### src/rtl/karatsuba_pkg.sv
// Shared definitions for the sequential Karatsuba carry-less multiplier:
// FSM state encoding, default reduction polynomial and a bit-serial reference product.
package karatsuba_pkg;

  typedef enum logic [2:0] {
    IDLE    = 3'd0,
    M_LO    = 3'd1,
    M_HI    = 3'd2,
    M_MID   = 3'd3,
    COMBINE = 3'd4,
    REDUCE  = 3'd5,
    DONE    = 3'd6
  } state_t;

  localparam logic [15:0] POLY_DEFAULT = 16'h100B;

  // Plain shift-and-xor product, up to 32x32 -> 64 bits.
  function automatic logic [63:0] clmul_ref(input logic [31:0] a, input logic [31:0] b);
    logic [63:0] r;
    r = '0;
    for (int unsigned i = 0; i < 32; i++) begin
      if (b[i]) r = r ^ ({32'd0, a} << i);
    end
    return r;
  endfunction

endpackage

### src/rtl/karatsuba_clmul_comb.sv
// Recursive combinational Karatsuba carry-less multiplier, W x W -> 2W bits.
// Bottoms out at the 2-bit cell; the top product bit is always zero.
module karatsuba_clmul_comb #(
  parameter int unsigned W = 8
) (
  input  logic [W-1:0]   i_a,
  input  logic [W-1:0]   i_b,
  output logic [2*W-1:0] o_p
);

  if (W == 2) begin : g_leaf
    logic w_p0, w_p1, w_p2;
    assign w_p0 = i_a[0] & i_b[0];
    assign w_p2 = i_a[1] & i_b[1];
    assign w_p1 = ((i_a[0] ^ i_a[1]) & (i_b[0] ^ i_b[1])) ^ w_p0 ^ w_p2;
    assign o_p  = {1'b0, w_p2, w_p1, w_p0};
  end else begin : g_split
    localparam int unsigned H = W / 2;
    logic [W-1:0] w_l, w_h, w_m;

    karatsuba_clmul_comb #(.W(H)) u_lo (
      .i_a(i_a[H-1:0]), .i_b(i_b[H-1:0]), .o_p(w_l)
    );
    karatsuba_clmul_comb #(.W(H)) u_hi (
      .i_a(i_a[W-1:H]), .i_b(i_b[W-1:H]), .o_p(w_h)
    );
    karatsuba_clmul_comb #(.W(H)) u_mid (
      .i_a(i_a[H-1:0] ^ i_a[W-1:H]), .i_b(i_b[H-1:0] ^ i_b[W-1:H]), .o_p(w_m)
    );

    assign o_p = {w_h, w_l} ^ ({{W{1'b0}}, w_m ^ w_l ^ w_h} << H);
  end

endmodule

### src/rtl/karatsuba_clmul_seq.sv
// Multi-cycle carry-less multiplier: one Karatsuba split over a shared half-width core,
// optional reduction modulo x^WIDTH + POLY, valid/ready on both sides.
module karatsuba_clmul_seq
  import karatsuba_pkg::*;
#(
  parameter int unsigned       WIDTH = 16,
  parameter logic [WIDTH-1:0]  POLY  = POLY_DEFAULT
) (
  input  logic                 clk,
  input  logic                 rst,
  input  logic                 in_valid,
  output logic                 in_ready,
  input  logic [WIDTH-1:0]     in_a,
  input  logic [WIDTH-1:0]     in_b,
  input  logic                 in_reduce,
  output logic                 out_valid,
  input  logic                 out_ready,
  output logic [2*WIDTH-1:0]   out_p
);

  localparam int unsigned H = WIDTH / 2;

  state_t               r_state, w_next;
  logic [WIDTH-1:0]     r_a, r_b, r_l, r_h, r_m;
  logic                 r_red;
  logic [2*WIDTH-1:0]   r_p, w_comb, w_red;
  logic [H-1:0]         w_ca, w_cb;
  logic [WIDTH-1:0]     w_core;
  logic                 w_in_xfer, w_out_xfer;

  assign in_ready   = (r_state == IDLE) && !rst;
  assign out_valid  = (r_state == DONE);
  assign out_p      = r_p;
  assign w_in_xfer  = in_valid && in_ready;
  assign w_out_xfer = out_valid && out_ready;

  always_comb begin
    w_ca = r_a[H-1:0] ^ r_a[WIDTH-1:H];
    w_cb = r_b[H-1:0] ^ r_b[WIDTH-1:H];
    case (r_state)
      M_LO: begin w_ca = r_a[H-1:0];     w_cb = r_b[H-1:0];     end
      M_HI: begin w_ca = r_a[WIDTH-1:H]; w_cb = r_b[WIDTH-1:H]; end
      default: ;
    endcase
  end

  karatsuba_clmul_comb #(.W(H)) u_core (
    .i_a(w_ca), .i_b(w_cb), .o_p(w_core)
  );

  assign w_comb = {r_h, r_l} ^ ({{WIDTH{1'b0}}, r_m ^ r_l ^ r_h} << H);

  // Fold high bits from the top down so bits spilled by POLY below x^WIDTH are caught in the same pass.
  always_comb begin : p_reduce
    logic [2*WIDTH-1:0] t;
    t = r_p;
    for (int unsigned k = 0; k < WIDTH; k++) begin
      if (t[2*WIDTH-1-k]) begin
        t[2*WIDTH-1-k] = 1'b0;
        t[WIDTH-1-k +: WIDTH] = t[WIDTH-1-k +: WIDTH] ^ POLY;
      end
    end
    w_red = {{WIDTH{1'b0}}, t[WIDTH-1:0]};
  end

  always_comb begin
    w_next = r_state;
    case (r_state)
      IDLE:    if (w_in_xfer) w_next = M_LO;
      M_LO:    w_next = M_HI;
      M_HI:    w_next = M_MID;
      M_MID:   w_next = COMBINE;
      COMBINE: w_next = r_red ? REDUCE : DONE;
      REDUCE:  w_next = DONE;
      DONE:    if (w_out_xfer) w_next = IDLE;
      default: w_next = IDLE;
    endcase
  end

  always_ff @(posedge clk or posedge rst) begin
    if (rst) begin
      r_state <= IDLE;
      r_a     <= '0;
      r_b     <= '0;
      r_red   <= 1'b0;
      r_l     <= '0;
      r_h     <= '0;
      r_m     <= '0;
      r_p     <= '0;
    end else begin
      r_state <= w_next;
      case (r_state)
        IDLE: if (w_in_xfer) begin
          r_a   <= in_a;
          r_b   <= in_b;
          r_red <= in_reduce;
        end
        M_LO:    r_l <= w_core;
        M_HI:    r_h <= w_core;
        M_MID:   r_m <= w_core;
        COMBINE: r_p <= w_comb;
        REDUCE:  r_p <= w_red;
        default: ;
      endcase
    end
  end

endmodule
### config.mk
export PLATFORM = sky130hd
export DESIGN_NAME = karatsuba_clmul_seq
export DESIGN_NICKNAME = d
export VERILOG_FILES = /design/src/rtl/karatsuba_pkg.sv /design/src/rtl/karatsuba_clmul_comb.sv /design/src/rtl/karatsuba_clmul_seq.sv
export SDC_FILE = /design/constraint.sdc
export NUM_CORES = 1
export LEC_CHECK = 0
export BUFFER_PORTS_ARGS = -buffer_cell sky130_fd_sc_hd__buf_2
export CAP_MARGIN = 40
export CORE_UTILIZATION = 60
export CTS_CLUSTER_DIAMETER = 30
export DETAILED_ROUTE_END_ITERATION = 16
export GPL_ROUTABILITY_DRIVEN = 1
export PLACE_DENSITY = 0.83
export RECOVER_POWER = 100
export SETUP_SLACK_MARGIN = 0.05
export SYNTH_ARGS = -nofsm -noshare
export SYNTH_HDL_FRONTEND = slang
export SYNTH_SLANG_ARGS = --single-unit
export TNS_END_PERCENT = 50
### constraint.sdc
create_clock -name clk -period 4.6 [get_ports clk]
set_clock_uncertainty 0.1 [all_clocks]
set_input_delay 0.23 -clock clk [delete_from_list [all_inputs] [get_ports clk]]
set_output_delay 0.23 -clock clk [all_outputs]
set_load 0.02 [all_outputs]
# After elaboration in Yosys (flattened, before gate mapping)
# Index checks and enable logic that the tools add are counted.
[word_totals] regBits=116 inputBits=37 word_cells=154
[op_classes] eq_ne=9 mux=23 bitwise_logic=104 reduce_logical=9
[ops] cell="two-way mux 13 bit" n=16
[ops] cell="NOT 4 bit" n=16
[ops] cell="case mux 32 bit (2 select lines)" n=1
[ops] cell="XOR 1 bit" n=36
[ops] cell="case mux 8 bit (2 select lines)" n=2
[ops] cell="XOR 16 bit" n=2
[ops] cell="XOR 32 x 24 -> 32 bit" n=1
[ops] cell="bitwise AND 1 bit" n=27
[ops] cell="case mux 3 bit (7 select lines)" n=1
[ops] cell="XOR 7 x 5 -> 7 bit" n=3
[ops] cell="XOR 3 bit" n=6
[ops] cell="XOR 8 bit" n=2
[ops] cell="XOR 15 x 12 -> 15 bit" n=1
[ops] cell="XOR 2 bit" n=6
[ops] cell="equality test 3 bit, second input constant" n=3
[ops] cell="XOR 4 bit" n=2
[ops] cell="XOR 8 x 7 -> 8 bit" n=1
[ops] cell="XOR 7 bit" n=1
[ops] cell="equality test 3 x 2 -> 1 bit, second input constant" n=2
[ops] cell="two-way mux 3 bit" n=2
[ops] cell="AND reduction 2 bit" n=3
[ops] cell="inequality test 2 bit, second input constant" n=2
[ops] cell="equality test 3 x 1 -> 1 bit, second input constant" n=1
[ops] cell="logical AND 1 bit" n=3
[ops] cell="other kinds (5)" n=5

# Longest topological paths before layout
[depth] word_depth=33 depth_mapped=14

# Hierarchy
# From an unflattened synthesis, not the netlist that was laid out.
[hier_totals] hier_cells=674 hier_area_um2=7029.2
[modules_own_cells] mod="karatsuba_clmul_seq" n_inst=1 cells_per_inst=514 area_each_um2=5841.9 seq_area_each_um2=2902.8
[modules_own_cells] mod="karatsuba_clmul_comb (u_core.g_split.u_hi.g_split.u_hi ...)" n_inst=9 cells_per_inst=10 area_each_um2=63.8 seq_area_each_um2=0.0
[modules_own_cells] mod="karatsuba_clmul_comb (u_core.g_split.u_hi ...)" n_inst=3 cells_per_inst=14 area_each_um2=122.6 seq_area_each_um2=0.0
[modules_own_cells] mod="karatsuba_clmul_comb (u_core)" n_inst=1 cells_per_inst=28 area_each_um2=245.2 seq_area_each_um2=0.0

# Worst setup path before layout
# No wires, ideal clock.
[synth_path] path_kind="reg2reg" from="register r_state[1]" to="register r_m[7]" setup_ns=0.077 t_arrival_ns=2.758 setup_slack_ns=1.666 path_stages_with_launch=14 synth_period_minus_slack_ns=2.934 path_cell_list="dfrtp_1 -> buf_6 -> buf_4 -> buf_4 -> nand3_1 -> o311ai_0 -> a21oi_1 -> xnor2_1 -> mux2i_1 -> a21boi_1 -> xor2_1 -> xnor2_1 -> xnor3_1 -> o21ai_1"
[synth_between] elab_chain_len=14 elab_cells_between_ends=88 classes_between="eq/ne (3); mux (2); bitwise (83)"
[synth_rtl] element="start, declared" line="karatsuba_clmul_seq.sv:23" rtl="state_t r_state, w_next;"
[synth_rtl] element="start signal, assigned" line="karatsuba_clmul_seq.sv:91" rtl="r_state <= w_next;"
[synth_rtl] element="equality test 3 x 2 -> 1 bit or equality test 3 x 1 -> 1 bit (tied branches)" line="karatsuba_clmul_seq.sv:40" rtl="case (r_state)"
[synth_rtl] element="case mux 8 bit (2 select lines)" line="karatsuba_clmul_seq.sv:40"
[synth_rtl] element="XOR 4 bit" line="karatsuba_clmul_comb.sv:28" rtl=".i_a(i_a[H-1:0] ^ i_a[W-1:H]), .i_b(i_b[H-1:0] ^ i_b[W-1:H]), .o_p(w_m)"
[synth_rtl] element="XOR 2 bit" line="karatsuba_clmul_comb.sv:28"
[synth_rtl] element="XOR 1 bit" line="karatsuba_clmul_comb.sv:15" rtl="assign w_p1 = ((i_a[0] ^ i_a[1]) & (i_b[0] ^ i_b[1])) ^ w_p0 ^ w_p2;"
[synth_rtl] element="bitwise AND 1 bit" line="karatsuba_clmul_comb.sv:15"
[synth_rtl] element="XOR 1 bit (2 in a row)" line="karatsuba_clmul_comb.sv:15"
[synth_rtl] element="XOR 3 bit (2 in a row)" line="karatsuba_clmul_comb.sv:31" rtl="assign o_p = {w_h, w_l} ^ ({{W{1'b0}}, w_m ^ w_l ^ w_h} << H);"
[synth_rtl] element="XOR 7 x 5 -> 7 bit" line="karatsuba_clmul_comb.sv:31"
[synth_rtl] element="XOR 7 bit" line="karatsuba_clmul_comb.sv:31"
[synth_rtl] element="XOR 8 x 7 -> 8 bit" line="karatsuba_clmul_comb.sv:31"
[synth_rtl] element="XOR 15 x 12 -> 15 bit" line="karatsuba_clmul_comb.sv:31"
[synth_rtl] element="end signal, assigned" line="karatsuba_clmul_seq.sv:100" rtl="M_MID: r_m <= w_core;"
[synth_rtl] element="end, declared" line="karatsuba_clmul_seq.sv:24" rtl="logic [WIDTH-1:0] r_a, r_b, r_l, r_h, r_m;"
# Several ways; a longest one is shown, not always the timed one.
# A chain may end at the register's enable or synchronous reset.

# Worst setup path in the final report
[layout_path] from="register r_state[2]" to="register r_m[7]"
# The elaborated chain is that of the path after synthesis.

==> results.rst <==
.. list-table::
   :header-rows: 1

   * - Metric
     - Value
   * - Hold path startpoint
     - in_b[9]
   * - Reg2reg path depth
     - 12
   * - Synth warnings
     - 0
   * - Placer's final routability congestion estimate
     - ~0.99
   * - Cell taking the most area after synthesis
     - sky130_fd_sc_hd__dfrtp_1
   * - Destination of the worst register-to-register timing path
     - r_m[7]
   * - Final period utilization
     - 0.848
   * - Reg-to-reg setup timing slack
     - between 0.6 and 0.7 ns
   * - Clock tree root buffer cell
     - sky130_fd_sc_hd__clkbuf_16
   * - Fraction of post-synthesis cell area in the top cell type by area
     - 0.407
   * - Number of input and output port buffers inserted
     - about 70
   * - DRC violation total after the first TritonRoute iteration
     - about 440
   * - Delay of the slowest cell on the worst path
     - between 0.8 and 0.9 ns
   * - Drt pass-1 iters
     - 5
   * - Antenna diode count
     - 0
   * - WS Path Type
     - reg -> reg
   * - CTS clock-pin slew for the worst setup and hold paths
     - approximately 0.070 ns
   * - Portion of the post-synthesis area used by sequential elements
     - 0.407
   * - Clock insertion delay at the later pin of the skew report
     - 0.36 ns
   * - Fin. Hold Viols
     - 0
   * - Post-synth EDFFs
     - 0
   * - Vias in the first global route
     - between 5000 and 6000
   * - Post-synth top flop
     - sky130_fd_sc_hd__dfrtp_1
   * - Reg2Reg Launch Point
     - r_state[2]
   * - Netlist cell types
     - 52
   * - Detail-routed net length per standard cell
     - between 15 and 20 um
   * - Critical Path RT
     - approximately 4.7 ns
   * - Total global routing overflow
     - 0
   * - Combined area of the multi-input logic cells
     - approximately 3800 um^2
   * - Hold worst-path end
     - r_b[9]
   * - Kind of cell with the highest combined delay on the critical path
     - XOR/XNOR gates
   * - Seq cells post-synth
     - 112
   * - Via count
     - roughly 5700
   * - Placeable core area
     - between 10000 and 15000 um^2
   * - Final layout net count
     - 855
   * - Tmin final
     - between 3 and 4 ns
   * - Syn nets
     - 799
   * - Growth of design area from synthesis to finish
     - 11.3%
   * - Effective utilization at floorplan
     - 0.624
   * - Biggest area contributors in the synthesized netlist
     - sky130_fd_sc_hd__dfrtp_1 41%, sky130_fd_sc_hd__xnor2_1 14%, sky130_fd_sc_hd__nand2_1 6.9%
   * - Worst-case hold slack
     - 0.00765 ns
   * - Fraction of layout cells with a size suffix above 1
     - 0.124
   * - Pin count of the biggest net entering global routing
     - 57
   * - Average size of a mapped cell
     - roughly 9 um^2
   * - Final count of negative-setup-slack endpoints
     - 0
   * - Actual transition at the worst max-transition pin
     - 1.78 ns
   * - DRC violation count after routing
     - 0
   * - Area of the die
     - 11900 um^2
   * - Largest fanout on the critical path
     - 25
   * - Wire length of the first global-routing pass
     - roughly 26 mm
   * - Path class of the lowest-slack min-delay path
     - in -> reg
   * - WP data arrival
     - between 4 and 5 ns
   * - Number of sinks handled by clock tree synthesis
     - 112
   * - H-Tree Level Count
     - 3
   * - Clock tree from TritonCTS
     - yes
   * - Number of buffers between clock root and the deepest sink
     - 2
   * - Register area
     - 2800 um^2
   * - CP Launch Type
     - register
   * - Cell with the biggest individual delay on the critical path
     - sky130_fd_sc_hd__dfrtp_1
   * - Number of routed nets with antenna violations
     - 0
   * - Die height
     - between 100 and 150 um
   * - Hold Crit Depth
     - 2
   * - Combined area of all synthesized cells
     - 6890 um^2
   * - CP Cell Sequence
     - clkbuf_1 > or3_1 > o21ai_0 > a211oi_1 > clkbuf_1 > xnor2_1 > mux2_2 > mux2i_1 > xnor2_1 > xnor2_2 > xnor3_1 > o21ai_1
   * - Status
     - complete, but fails checks
   * - Number of vias per cell
     - 5.89
   * - Violated checks
     - max-capacitance violations, max-slew violations
   * - Total negative setup slack
     - 0 ns
   * - MaxCap Viol Count
     - 3
   * - Post-DP HPWL
     - 11.3 mm
   * - Syn Inst Count
     - ~760
   * - Critical path endpoint category
     - register
   * - Initial antenna violation count
     - 0
   * - Max-slew violation count
     - 97
   * - Die boundary width
     - between 100 and 150 um
   * - Total length of routed wires
     - 15.7 mm
   * - Headroom to the max-slew limit
     - -0.189
   * - Number of standard-cell rows in the floorplan
     - 38
   * - Number of CTS-inserted buffers
     - 9
   * - Fillcell total
     - 823
   * - I/O pin total
     - between 70 and 80
   * - Synth async-reset ratio
     - 1.00
   * - Setup repair after global routing missed its margin
     - false
   * - Worst path buffer plus inverter count
     - 2
   * - Overall Global Routing Usage
     - 0.284
   * - Highest Clock Rate
     - ~260 MHz
   * - Number of gates resized after cts
     - 0
-- kinds of logic (layout without fill, tap and decap cells) --
logic type | count (synthesis) | count (layout) | share of synthesized area
other cells | 1 | 1 | 0.000545
mux | 40 | 40 | 0.0643
compound gates | 175 | 175 | 0.151
flops | 112 | 112 | 0.407
buf+inv | 54 | 115 | 0.0354
xor+xnor | 148 | 148 | 0.191
simple gates | 232 | 232 | 0.150
-- worst max-delay path by stage --
stage                     startpoint       end  slack (ns)  cells after the start
after floorplan                  rst  out_p[0]        1.31                      1
after global placement    r_state[2]    r_l[7]        1.27                     11
after detailed placement  r_state[2]    r_l[7]        1.11                     11
after CTS                 r_state[2]    r_m[7]        1.03                     11
after global routing      r_state[2]    r_m[7]        0.41                     12
final                     r_state[2]    r_m[7]        0.70                     12
-- registers in the layout (all words and copies together) (netlist names) --
register  cells
r_a          16
out_p        31
r_m          15
r_h          15
r_l          15
r_state       3
r_red         1
r_b          16
-- per-layer routing --
layer | track usage | wire length, um | up-vias
met4 | 0.136 | 473 | 0
met5 | 0 | 0 | -
met2 | 0.485 | 7850 | 171
met1 | 0.352 | 6750 | 2741
li1 | - | - | 2729
met3 | 0.0400 | 674 | 35
-- area by class of cell --
| type | instances | share of cell area |
|---|---|---|
| clock buffers | 13 | 0.0353 |
| clock inverters | 3 | 0.00310 |
| inverters | 3 | 0.00163 |
| multi-input cells | 596 | 0.500 |
| flip-flops and latches | 112 | 0.366 |
| well taps | 140 | 0.0228 |
| repair buffers | 96 | 0.0713 |
-- layout by cell type, fill, tap and decap left out, types with 8 or more instances in the layout --
cell type                       Yosys  layout
sky130_fd_sc_hd__nand2_1          127     127
sky130_fd_sc_hd__dfrtp_1          112     112
sky130_fd_sc_hd__xnor2_1          109     109
sky130_fd_sc_hd__o21ai_0           94      96
sky130_fd_sc_hd__clkbuf_1          32      40
sky130_fd_sc_hd__xor2_1            37      37
sky130_fd_sc_hd__buf_2             12      36
sky130_fd_sc_hd__mux2_2            34      34
sky130_fd_sc_hd__nor2_1            30      30
sky130_fd_sc_hd__nand3_1           29      29
sky130_fd_sc_hd__a21oi_1           26      27
sky130_fd_sc_hd__dlygate4sd3_1      0      11
sky130_fd_sc_hd__and3_1            10      10
sky130_fd_sc_hd__o22ai_1            9       9
sky130_fd_sc_hd__clkbuf_16          0       9
sky130_fd_sc_hd__o311ai_0           8       8
-- metrics by stage --
step                 util  instances  cell area [um^2]  setup WS, ns
detailed placement  0.666        936              7350          1.11
global route        0.695        963              7670         0.412
global placement    0.659        932              7270          1.27
CTS                 0.703        963              7750          1.03
finish              0.695        963              7670         0.700
floorplan               -        762              6890          1.31
-- timing repair --
action	in CTS	in global routing
endpoints found under the hold margin	38	0
setup buffers	0	0
hold buffers	11	0
-- synth_stat cells (9+ instances only) --
library cell,number
sky130_fd_sc_hd__a21oi_1,26
sky130_fd_sc_hd__and3_1,10
sky130_fd_sc_hd__buf_2,12
sky130_fd_sc_hd__clkbuf_1,32
sky130_fd_sc_hd__dfrtp_1,112
sky130_fd_sc_hd__mux2_2,34
sky130_fd_sc_hd__nand2_1,127
sky130_fd_sc_hd__nand3_1,29
sky130_fd_sc_hd__nor2_1,30
sky130_fd_sc_hd__o21ai_0,94
sky130_fd_sc_hd__o22ai_1,9
sky130_fd_sc_hd__xnor2_1,109
sky130_fd_sc_hd__xor2_1,37
Power is not shown: default switching activity piles up to over one toggle a cycle in this logic, so the estimate is an artifact.
